<file path="config.mk">
export PLATFORM = sky130hd
export DESIGN_NAME = updn_counter_bcd
export DESIGN_NICKNAME = d
export VERILOG_FILES = /design/src/rtl/cnt_pkg.sv /design/src/rtl/push_debounce.sv /design/src/rtl/updn_counter_bcd.sv
export SDC_FILE = /design/constraint.sdc
export NUM_CORES = 1
export LEC_CHECK = 0
export CORE_ASPECT_RATIO = 0.7
export CORE_MARGIN = 4
export CORE_UTILIZATION = 57
export DETAILED_ROUTE_END_ITERATION = 8
export HOLD_SLACK_MARGIN = 0.05
export PLACE_DENSITY_LB_ADDON = 0.05
export SLEW_MARGIN = 20
export SYNTH_ARGS = -nofsm -noshare
export SYNTH_HDL_FRONTEND = slang
export SYNTH_SLANG_ARGS = --single-unit
</file>
<file path="constraint.sdc">
create_clock -name i_Clk -period 4.3 [get_ports i_Clk]
set_input_delay 0.645 -clock i_Clk [delete_from_list [all_inputs] [get_ports i_Clk]]
set_output_delay 0.645 -clock i_Clk [all_outputs]
set_load 0.005 [all_outputs]
</file>
<file path="src/rtl/cnt_pkg.sv">
// Shared types and helpers for the BCD up/down counter: converter state
// encoding and the active-low 7-segment lookup for the board display.
package cnt_pkg;

    typedef enum logic [1:0] {
        IDLE  = 2'd0,
        SHIFT = 2'd1,
        DONE  = 2'd2
    } conv_state_e;

    // Index 10 is the blank pattern used for non-decimal digit codes.
    localparam int SEG_BLANK_IDX = 10;

    // Segment order {g,f,e,d,c,b,a}; a 0 lights the segment.
    localparam logic [6:0] SEG_TABLE [0:10] = '{
        7'b1000000,  // 0
        7'b1111001,  // 1
        7'b0100100,  // 2
        7'b0110000,  // 3
        7'b0011001,  // 4
        7'b0010010,  // 5
        7'b0000010,  // 6
        7'b1111000,  // 7
        7'b0000000,  // 8
        7'b0010000,  // 9
        7'b1111111   // blank
    };

    function automatic logic [6:0] seg_decode(input logic [3:0] digit);
        if (digit <= 4'd9) begin
            return SEG_TABLE[digit];
        end
        return SEG_TABLE[SEG_BLANK_IDX];
    endfunction

endpackage

</file>
<file path="src/rtl/push_debounce.sv">
// One push button: 2-FF synchroniser, stability counter and a one-cycle
// pulse when the accepted (active-low) level goes from released to pressed.
module push_debounce #(
    parameter int DEB_CYC = 1000000
) (
    input  logic i_Clk,
    input  logic i_Rst,
    input  logic i_Push,
    output logic o_Press
);

    localparam int CW = $clog2(DEB_CYC + 1);

    logic          sync1_q, sync2_q;
    logic          level_q, level_d;
    logic [CW-1:0] stab_q, stab_d;
    logic          press_q, press_d;

    // Bring the raw button into the clock domain; idle level is released (1).
    always_ff @(posedge i_Clk or posedge i_Rst) begin
        if (i_Rst) begin
            sync1_q <= 1'b1;
            sync2_q <= 1'b1;
        end else begin
            sync1_q <= i_Push;
            sync2_q <= sync1_q;
        end
    end

    // Accept a new level only after DEB_CYC consecutive differing samples.
    always_comb begin
        level_d = level_q;
        stab_d  = '0;
        press_d = 1'b0;
        if (sync2_q != level_q) begin
            if (stab_q == CW'(DEB_CYC - 1)) begin
                level_d = sync2_q;
                press_d = ~sync2_q;
            end else begin
                stab_d = stab_q + 1'b1;
            end
        end
    end

    // Debounce state registers.
    always_ff @(posedge i_Clk or posedge i_Rst) begin
        if (i_Rst) begin
            level_q <= 1'b1;
            stab_q  <= '0;
            press_q <= 1'b0;
        end else begin
            level_q <= level_d;
            stab_q  <= stab_d;
            press_q <= press_d;
        end
    end

    assign o_Press = press_q;

endmodule

</file>
<file path="src/rtl/updn_counter_bcd.sv">
// Push-button up/down counter with wrap or saturate mode, a sequential
// double-dabble BCD converter and per-digit 7-segment drive.
module updn_counter_bcd
    import cnt_pkg::*;
#(
    parameter int WIDTH   = 8,
    parameter int MAX_VAL = 99,
    parameter int STEP    = 1,
    parameter int NUM_DIG = 3,
    parameter int DEB_CYC = 1000000
) (
    input  logic                 i_Clk,
    input  logic                 i_Rst,
    input  logic [1:0]           i_Push,
    input  logic                 i_Mode,
    output logic [WIDTH-1:0]     o_Cnt,
    output logic                 o_Ovf,
    output logic [4*NUM_DIG-1:0] o_Bcd,
    output logic                 o_BcdValid,
    output logic [7*NUM_DIG-1:0] o_FND,
    output logic [1:0]           o_DbgState
);

    localparam int SHW = WIDTH + 4 * NUM_DIG;
    localparam int BW  = $clog2(WIDTH + 1);

    // Count arithmetic runs one bit wider so sums never overflow.
    localparam logic [WIDTH:0]   STEP_X = (WIDTH + 1)'(STEP);
    localparam logic [WIDTH:0]   MAX_X  = (WIDTH + 1)'(MAX_VAL);
    localparam logic [WIDTH:0]   MOD_X  = (WIDTH + 1)'(MAX_VAL + 1);
    localparam logic [WIDTH-1:0] STEP_C = WIDTH'(STEP);
    localparam logic [WIDTH-1:0] MAX_C  = WIDTH'(MAX_VAL);

    logic up_ev, dn_ev;

    push_debounce #(.DEB_CYC(DEB_CYC)) u_deb_up (
        .i_Clk  (i_Clk),
        .i_Rst  (i_Rst),
        .i_Push (i_Push[1]),
        .o_Press(up_ev)
    );

    push_debounce #(.DEB_CYC(DEB_CYC)) u_deb_dn (
        .i_Clk  (i_Clk),
        .i_Rst  (i_Rst),
        .i_Push (i_Push[0]),
        .o_Press(dn_ev)
    );

    // ---------------- count ----------------
    logic [WIDTH-1:0] cnt_q, cnt_d;
    logic             ovf_q, ovf_d;
    logic [WIDTH:0]   cnt_x, up_sum;
    logic [WIDTH-1:0] up_wrap, dn_wrap;

    // Next count: one step per event, simultaneous up+down cancels.
    always_comb begin
        cnt_x   = {1'b0, cnt_q};
        up_sum  = cnt_x + STEP_X;
        up_wrap = WIDTH'(up_sum - MOD_X);
        dn_wrap = WIDTH'(cnt_x + MOD_X - STEP_X);
        cnt_d   = cnt_q;
        ovf_d   = 1'b0;
        if (up_ev && !dn_ev) begin
            if (up_sum > MAX_X) begin
                ovf_d = 1'b1;
                cnt_d = i_Mode ? MAX_C : up_wrap;
            end else begin
                cnt_d = up_sum[WIDTH-1:0];
            end
        end else if (dn_ev && !up_ev) begin
            if (cnt_x < STEP_X) begin
                ovf_d = 1'b1;
                cnt_d = i_Mode ? '0 : dn_wrap;
            end else begin
                cnt_d = cnt_q - STEP_C;
            end
        end
    end

    // Count and overflow-pulse registers.
    always_ff @(posedge i_Clk or posedge i_Rst) begin
        if (i_Rst) begin
            cnt_q <= '0;
            ovf_q <= 1'b0;
        end else begin
            cnt_q <= cnt_d;
            ovf_q <= ovf_d;
        end
    end

    // ---------------- BCD converter ----------------
    conv_state_e          state_q, state_d;
    logic [SHW-1:0]       sh_q, sh_d;
    logic [BW-1:0]        bitc_q, bitc_d;
    logic [WIDTH-1:0]     src_q, src_d;
    logic [4*NUM_DIG-1:0] bcd_q, bcd_d;
    logic                 valid_q, valid_d;
    logic                 chg;

    // One double-dabble iteration: adjust every digit >= 5, then shift left.
    function automatic logic [SHW-1:0] dabble_step(input logic [SHW-1:0] x);
        logic [SHW-1:0] s;
        s = x;
        for (int d = 0; d < NUM_DIG; d++) begin
            if (s[WIDTH+4*d +: 4] >= 4'd5) begin
                s[WIDTH+4*d +: 4] = s[WIDTH+4*d +: 4] + 4'd3;
            end
        end
        return {s[SHW-2:0], 1'b0};
    endfunction

    // src_q holds the value being (or last) converted; any difference means
    // the displayed BCD is stale and a (re)start is needed.
    assign chg = (cnt_q != src_q);

    // Converter next state; a count change in any state restarts from the new value.
    always_comb begin
        state_d = state_q;
        sh_d    = sh_q;
        bitc_d  = bitc_q;
        src_d   = src_q;
        bcd_d   = bcd_q;
        valid_d = valid_q;
        if (chg) begin
            src_d   = cnt_q;
            sh_d    = {{(4*NUM_DIG){1'b0}}, cnt_q};
            bitc_d  = '0;
            valid_d = 1'b0;
            state_d = SHIFT;
        end else begin
            case (state_q)
                SHIFT: begin
                    sh_d   = dabble_step(sh_q);
                    bitc_d = bitc_q + 1'b1;
                    if (bitc_q == BW'(WIDTH - 1)) begin
                        state_d = DONE;
                    end
                end
                DONE: begin
                    bcd_d   = sh_q[SHW-1 -: 4*NUM_DIG];
                    valid_d = 1'b1;
                    state_d = IDLE;
                end
                default: begin
                    state_d = IDLE;
                end
            endcase
        end
    end

    // Converter registers.
    always_ff @(posedge i_Clk or posedge i_Rst) begin
        if (i_Rst) begin
            state_q <= IDLE;
            sh_q    <= '0;
            bitc_q  <= '0;
            src_q   <= '0;
            bcd_q   <= '0;
            valid_q <= 1'b1;
        end else begin
            state_q <= state_d;
            sh_q    <= sh_d;
            bitc_q  <= bitc_d;
            src_q   <= src_d;
            bcd_q   <= bcd_d;
            valid_q <= valid_d;
        end
    end

    // ---------------- outputs ----------------
    for (genvar g = 0; g < NUM_DIG; g++) begin : g_fnd
        assign o_FND[7*g +: 7] = seg_decode(bcd_q[4*g +: 4]);
    end

    assign o_Cnt      = cnt_q;
    assign o_Ovf      = ovf_q;
    assign o_Bcd      = bcd_q;
    assign o_BcdValid = valid_q && !chg;
    assign o_DbgState = state_q;

endmodule

</file>
==> flow_summary.toml, run 1 <==
[final_layout]
area_growth_pct = 13.3
post-route-util_pct = 67.9
final_nets = 733
drive_gt1_share_pct = 6.81
fillerInstances = 771
diodes = 0

[yosys]
post-synth-top-area-fraction_pct = 40.7
synthCells = 675
synth_seq_cells = 104
syn_nets = 708
syn-cell-area_um2 = 5960
synthDistinctLibCells = 59
yosys-top-cells-area = "dfrtp_1, ha_1, nor2_1"
synth_area_per_cell_um2 = 8.83
synth-seq-area-share_pct = 43.8
synthFlopType = "dfrtp_1"
async_flop_share_pct = 100
synth-edff-count = 0
yosysTopAreaCell = "dfrtp_1"
ys_warn_count = 0

[floorplanning]
num_rows = 30
die_w_um = 130
pin_count = 50
fp.dieH_um = 93.5
initial_core_util_pct = 59.9
dieArea_um2 = 12200
coreArea_um2 = 9950

[global_routing]
grt_pass1_wl_um = 21300
grt_pass1_vias = 4521
grt_start_max_net_pins = 69
grt.overflow.total = 0
antenna_found_initial = 0
use_met1_pct = 31.0
busiest_layer = "met2"
use_met2_pct = 32.6
track_usage_pct = 21.4
grtUsageMet3_pct = 4.62

[routing]
vias = 4753
wl_um = 12300
first_pass_iters = 5
drc = 0
vias_per_cell = 5.71
wl_per_cell_um = 14.8
drtIter0Drc = 358
ant_nets = 0

[pwr]
peakVddDrop_mv = 0.305
power_leakage_nw = 2.80
p_per_area_nw_per_um2 = 270

[placed_design]
dpl.hpwl_um = 8560
io_buffers = 49
routabilityCongestion = 0.940

[worst_setup_path]
r2r_slack_ns = 1.49
start_kind = "flip-flop"
worstPathMaxFanout = 19
worst_ep_arrival_time_ns = 2.47
worst-r2r-cell-count = 7
end_kind = "output port"
required_ns = 3.65
r2r_start = "o_Cnt[0]$_DFFE_PP0P_"
startpoint = "o_Cnt[2]$_DFFE_PP0P_"
timing.rr.end = "o_Cnt[4]$_DFFE_PP0P_"
crit_type = "reg2out"

[outcome]
status = "finished, final reports clean"

[timing]
relSlewSlack_pct = 47.5
worstMarginPinSlew_ns = 0.788
grt_setup_unrepaired = "false"
slew_violations = 0
hold_viol = 0
setup_viol = 0
fmax_mhz = 321
final.period_utilization_pct = 72.6
fin_hold_ws_ns = 0.357
clock-skew-final_ns = 0.00790
min_period_ns = 3.12
setup_tns_ns = 0

[cts]
cts_buffer_depth = 2
cts_setup_buffers = 0
cts_buffers = 9
clk_pin_slew_worst_paths_ns = 0.07
cts_resized = 0
clock-sinks = 104
cts_tree = "yes"
cts_hold_buf = 0
insertion_delay_ns = 0.34
cts.htree.levels = 3
cts-root-buf = "clkbuf_16"

[flow_run]
max_cap_viol_count = 0

[hold_path]
min_path_cells = 0
hold_end = "u_deb_up.sync2_q$_DFF_PP1_"
hp-class = "reg2reg"
min_from = "u_deb_up.sync1_q$_DFF_PP1_"
-- placed cells by master, fill, tap and decap left out, types with 3 or more instances in the layout --
cell type,count
a21oi_1,52
a31oi_1,11
and2_1,3
and3_1,6
and4_1,3
buf_4,3
clkbuf_16,9
clkdlybuf4s50_1,49
dfrtp_1,97
dfstp_2,7
ha_1,28
inv_1,30
mux2_2,3
mux2i_1,9
nand2_1,82
nand2b_1,8
nand3_1,22
nand4_1,10
nor2_1,88
nor3_1,17
nor3b_1,3
nor4_1,4
o21ai_0,48
or2_2,3
xnor2_1,24
xor2_1,36
-- worst max-delay path: stages, from the launching register on --
cell and delay, ns:
dfrtp_1 0.80, xor2_1 0.14, nor4_1 0.36, nand2_1 0.15, nor2_1 0.16, clkdlybuf4s50_1 0.52
-- how the worst max path moves through the flow --
stage                     slack [ns]               endpoint
after floorplan                 0.93  bitc_q[0]$_DFFE_PP0P_
after global placement          1.62             o_BcdValid
after detailed placement        1.57   o_Cnt[4]$_DFFE_PP0P_
after CTS                       1.20             o_BcdValid
after global routing            1.03             o_BcdValid
final                           1.18             o_BcdValid
-- per-stage QoR --
step	cell area (µm²)	std cells	power [mW]	setup slack (ns)
after CTS	6750	833	1.84	1.20
final	6750	833	1.82	1.18
after global placement	6450	817	1.05	1.62
after detailed placement	6450	817	1.05	1.57
after global routing	6750	833	1.89	1.03
after floorplan	5960	675	1.04	0.934
-- registers in the layout (all words and copies together) (netlist names) --
register	count
u_deb_up.o_Press	1
u_deb_up.stab_q	20
u_deb_up.sync1_q	1
valid_q	1
o_DbgState	2
o_Bcd	12
u_deb_dn.sync1_q	1
u_deb_up.sync2_q	1
u_deb_up.level_q	1
u_deb_dn.sync2_q	1
src_q	8
sh_q	20
u_deb_dn.level_q	1
bitc_q	4
u_deb_dn.o_Press	1
o_Ovf	1
o_Cnt	8
u_deb_dn.stab_q	20
-- cell type report --
| cell class | instances | area (µm²) | share of cell area (%) |
|---|---|---|---|
| clock buffers | 10 | 239 | 3.54 |
| flip-flops and latches | 104 | 2610 | 38.7 |
| clock inverters | 6 | 51.3 | 0.760 |
| repair buffers | 52 | 513 | 7.60 |
| multi-input cells | 502 | 3060 | 45.3 |
| inverters | 31 | 119 | 1.76 |
| well taps | 128 | 160 | 2.37 |
-- kinds of logic after synthesis --
group,Yosys count,share of synthesized area [%]
simple gates,268,21.4
xor+xnor,60,8.82
mux,13,2.33
fa+ha+maj,28,5.88
flops,104,43.8
buf+inv,69,4.98
compound gates,133,12.7
-- cell usage after synthesis (3+ instances only) --
cell      count
ha_1         28
and4_1        3
mux2i_1       9
nand4_1      10
or2_2         3
inv_1        31
a21oi_1      52
clkbuf_1     25
nand2b_1      8
mux2_2        3
and3_1        6
nor3b_1       3
nor3_1       17
xor2_1       36
a31oi_1      11
buf_4         4
o21ai_0      48
nand2_1      82
xnor2_1      24
nand3_1      22
nor4_1        4
dfstp_2       7
nor2_1       88
buf_2         6
dfrtp_1      97
and2_1        3
-- metal layers --
| metal | wire, µm | up-vias | share of wire (%) |
|---|---|---|---|
| li1 | - | 2334 | - |
| met1 | 6070 | 2252 | 49 |
| met2 | 5430 | 150 | 44 |
| met3 | 691 | 17 | 5.6 |
| met4 | 138 | 0 | 1.1 |
| met5 | 0 | - | 0 |
-- power by group --
part           leakage [nW]  switching [mW]  internal [mW]  total (mW)
combinational          1.30          0.0327         0.0110      0.0438
sequential             1.36         0.00557          0.986       0.991
clock                 0.139           0.371          0.418       0.789
total                  2.80           0.409           1.41        1.82
(Power assumes the default switching activity.)
==> inputs of run 2 (changes only) <==
==> constraint.sdc (replaced) <==
create_clock -name i_Clk -period 2.9 [get_ports i_Clk]
set_input_delay 0.435 -clock i_Clk [delete_from_list [all_inputs] [get_ports i_Clk]]
set_output_delay 0.435 -clock i_Clk [all_outputs]
set_load 0.005 [all_outputs]
==> run 2 against run 1 <==
  * Register-to-register slack worse by 1.1 ns
  * Clock skew up 0.0019 ns
  * Core utilization up 0.75 points
  * Critical path type unchanged
  * Critical endpoint is now o_FND[14]
  * Largest power group unchanged
  * Highest routed layer unchanged
==> flow_summary.toml, run 2 (synthesized netlist as in run 1, its figures left out) <==
[timing]
setup_viol = 0
hold_viol = 0
slew_violations = 0
setup_tns_ns = 0
grt_setup_unrepaired = "false"
clock-skew-final_ns = 0.00981
min_period_ns = 2.67
relSlewSlack_pct = 51.8
worstMarginPinSlew_ns = 0.720
final.period_utilization_pct = 91.9
fmax_mhz = 375

[flow_run]
max_cap_viol_count = 0

[final_layout]
post-route-util_pct = 68.6
multi_input_area_um2 = 3050
top_regs = "sh_q (20), u_deb_dn.stab_q (20), u_deb_up.stab_q (20)"
final_nets = 742
area_growth_pct = 14.6
regArea_um2 = 2610
drive_gt1_share_pct = 7.56
layout_commonest_cell = "dfrtp_1"
design_area_um2 = 6830
diodes = 0
final_cell_mix = "dfrtp_1, nor2_1, nand2_1, a21oi_1, clkdlybuf4s50_1"
fillerInstances = 803

[routing]
ant_nets = 0
wl_um = 12200
drtIter0Drc = 305
vias = 4849
wl_per_cell_um = 14.5
drc = 0
vias_per_cell = 5.76
first_pass_iters = 5

[worst_setup_path]
startpoint = "o_Bcd[9]$_DFFE_PP0P_"
worstPathCellList = "inv_1 > ha_1 > nor2_1 > nor2_1 > a21oi_1 > nor2_1 > a31oi_1 > clkdlybuf4s50_1"
r2r_start = "o_Cnt[1]$_DFFE_PP0P_"
worst-r2r-cell-count = 7
timing.rr.end = "o_Cnt[4]$_DFFE_PP0P_"
cp-endpoint = "o_FND[14]"
required_ns = 2.47
worstPathMaxFanout = 8
slowest_stage = "clkdlybuf4s50_1"
crit_top_cell = "nor2_1"
end_kind = "output port"
path_buf_inv = 2
slowest_delay_ns = 0.51
cp_top_family = "buffers and inverters"
start_kind = "flip-flop"
worst_ep_arrival_time_ns = 2.23
r2r_slack_ns = 0.38
crit_type = "reg2out"
cp_num_cells = 8

[outcome]
status = "finished, final reports clean"

[placed_design]
placed_cell_area_um2 = 6540
routabilityCongestion = 0.946
dpl.hpwl_um = 8750
io_buffers = 49

[cts]
cts_hold_buf = 0
cts-root-buf = "clkbuf_16"
cts_resized = 0
cts.htree.levels = 3
cts_buffers = 9
cts_tree = "yes"
clk_pin_slew_worst_paths_ns = 0.07
cts_setup_buffers = 0
insertion_delay_ns = 0.34
clock-sinks = 104
cts_buffer_depth = 2

[global_routing]
grt_pass1_wl_um = 20800
grt_pass1_vias = 4403
grt_start_max_net_pins = 58
grt.overflow.total = 0
track_usage_pct = 21.0
antenna_found_initial = 0

[floorplanning]
num_rows = 30
pin_count = 50
die_w_um = 130
dieArea_um2 = 12200
initial_core_util_pct = 59.9
coreArea_um2 = 9950
fp.dieH_um = 93.5

[pwr]
p_per_area_nw_per_um2 = 400
power_leakage_nw = 2.84
peakVddDrop_mv = 0.400
power_mw = 2.73

[hold_path]
hp-class = "reg2reg"
-- run 2: cell count changes in the layout (fill, tap and decap cells not counted) --
| cell | previous run | this run |
|---|---|---|
| buf_12 | 0 | 1 |
| buf_4 | 3 | 11 |
| bufinv_16 | 0 | 1 |
| clkbuf_1 | 0 | 3 |
| clkbuf_8 | 1 | 0 |
| clkinvlp_4 | 2 | 1 |
| inv_4 | 1 | 0 |
| inv_6 | 1 | 2 |
| inv_8 | 2 | 0 |
| nor2b_2 | 0 | 1 |
| nor2b_4 | 1 | 0 |
-- run 2: worst min-delay path by stage --
stage,from,to,slack [ns],depth (start not counted)
final,u_deb_up.sync1_q$_DFF_PP1_,u_deb_up.sync2_q$_DFF_PP1_,0.35,0
after global routing,u_deb_up.sync1_q$_DFF_PP1_,u_deb_up.sync2_q$_DFF_PP1_,0.36,0
after CTS,u_deb_up.sync1_q$_DFF_PP1_,u_deb_up.sync2_q$_DFF_PP1_,0.36,0
after detailed placement,u_deb_up.sync1_q$_DFF_PP1_,u_deb_up.sync2_q$_DFF_PP1_,0.35,0
after global placement,u_deb_up.sync1_q$_DFF_PP1_,u_deb_up.sync2_q$_DFF_PP1_,0.35,0
after floorplan,u_deb_dn.sync1_q$_DFF_PP1_,u_deb_dn.sync2_q$_DFF_PP1_,0.35,0
-- run 2: cell type report --
| cell class | count | area share [%] |
|---|---|---|
| sequential | 104 | 38.3 |
| clock buffer | 12 | 3.46 |
| timing repair buffer | 61 | 8.69 |
| multi-input combinational | 502 | 44.7 |
| inverter | 31 | 1.76 |
| clock inverter | 4 | 0.770 |
| tap | 128 | 2.35 |
-- run 2: per-stage QoR --
step / setup slack, ns / hold slack [ns] / std cells
CTS: 0.192 / 0.358 / 842
detailed placement: 0.422 / 0.349 / 826
global route: 0.0352 / 0.364 / 842
floorplan: 0.727 / 0.345 / 675
finish: 0.234 / 0.355 / 842
global placement: 0.571 / 0.348 / 826
-- run 2: report_power, final --
group	total [mW]	switching, mW	internal, mW
logic	0.0662	0.0480	0.0182
registers	1.47	0.00845	1.46
clock network	1.20	0.521	0.676
-- run 2: metal layers --
metal / vias up / share of wire, % / wire [µm] / GRT usage, %
li1: 2354 / - / - / -
met5: - / 0 / 0 / 0
met4: 0 / 1.1 / 128 / 5.19
met3: 14 / 6.8 / 832 / 6.45
met1: 2345 / 49 / 5920 / 30.7
met2: 136 / 43 / 5290 / 30.6
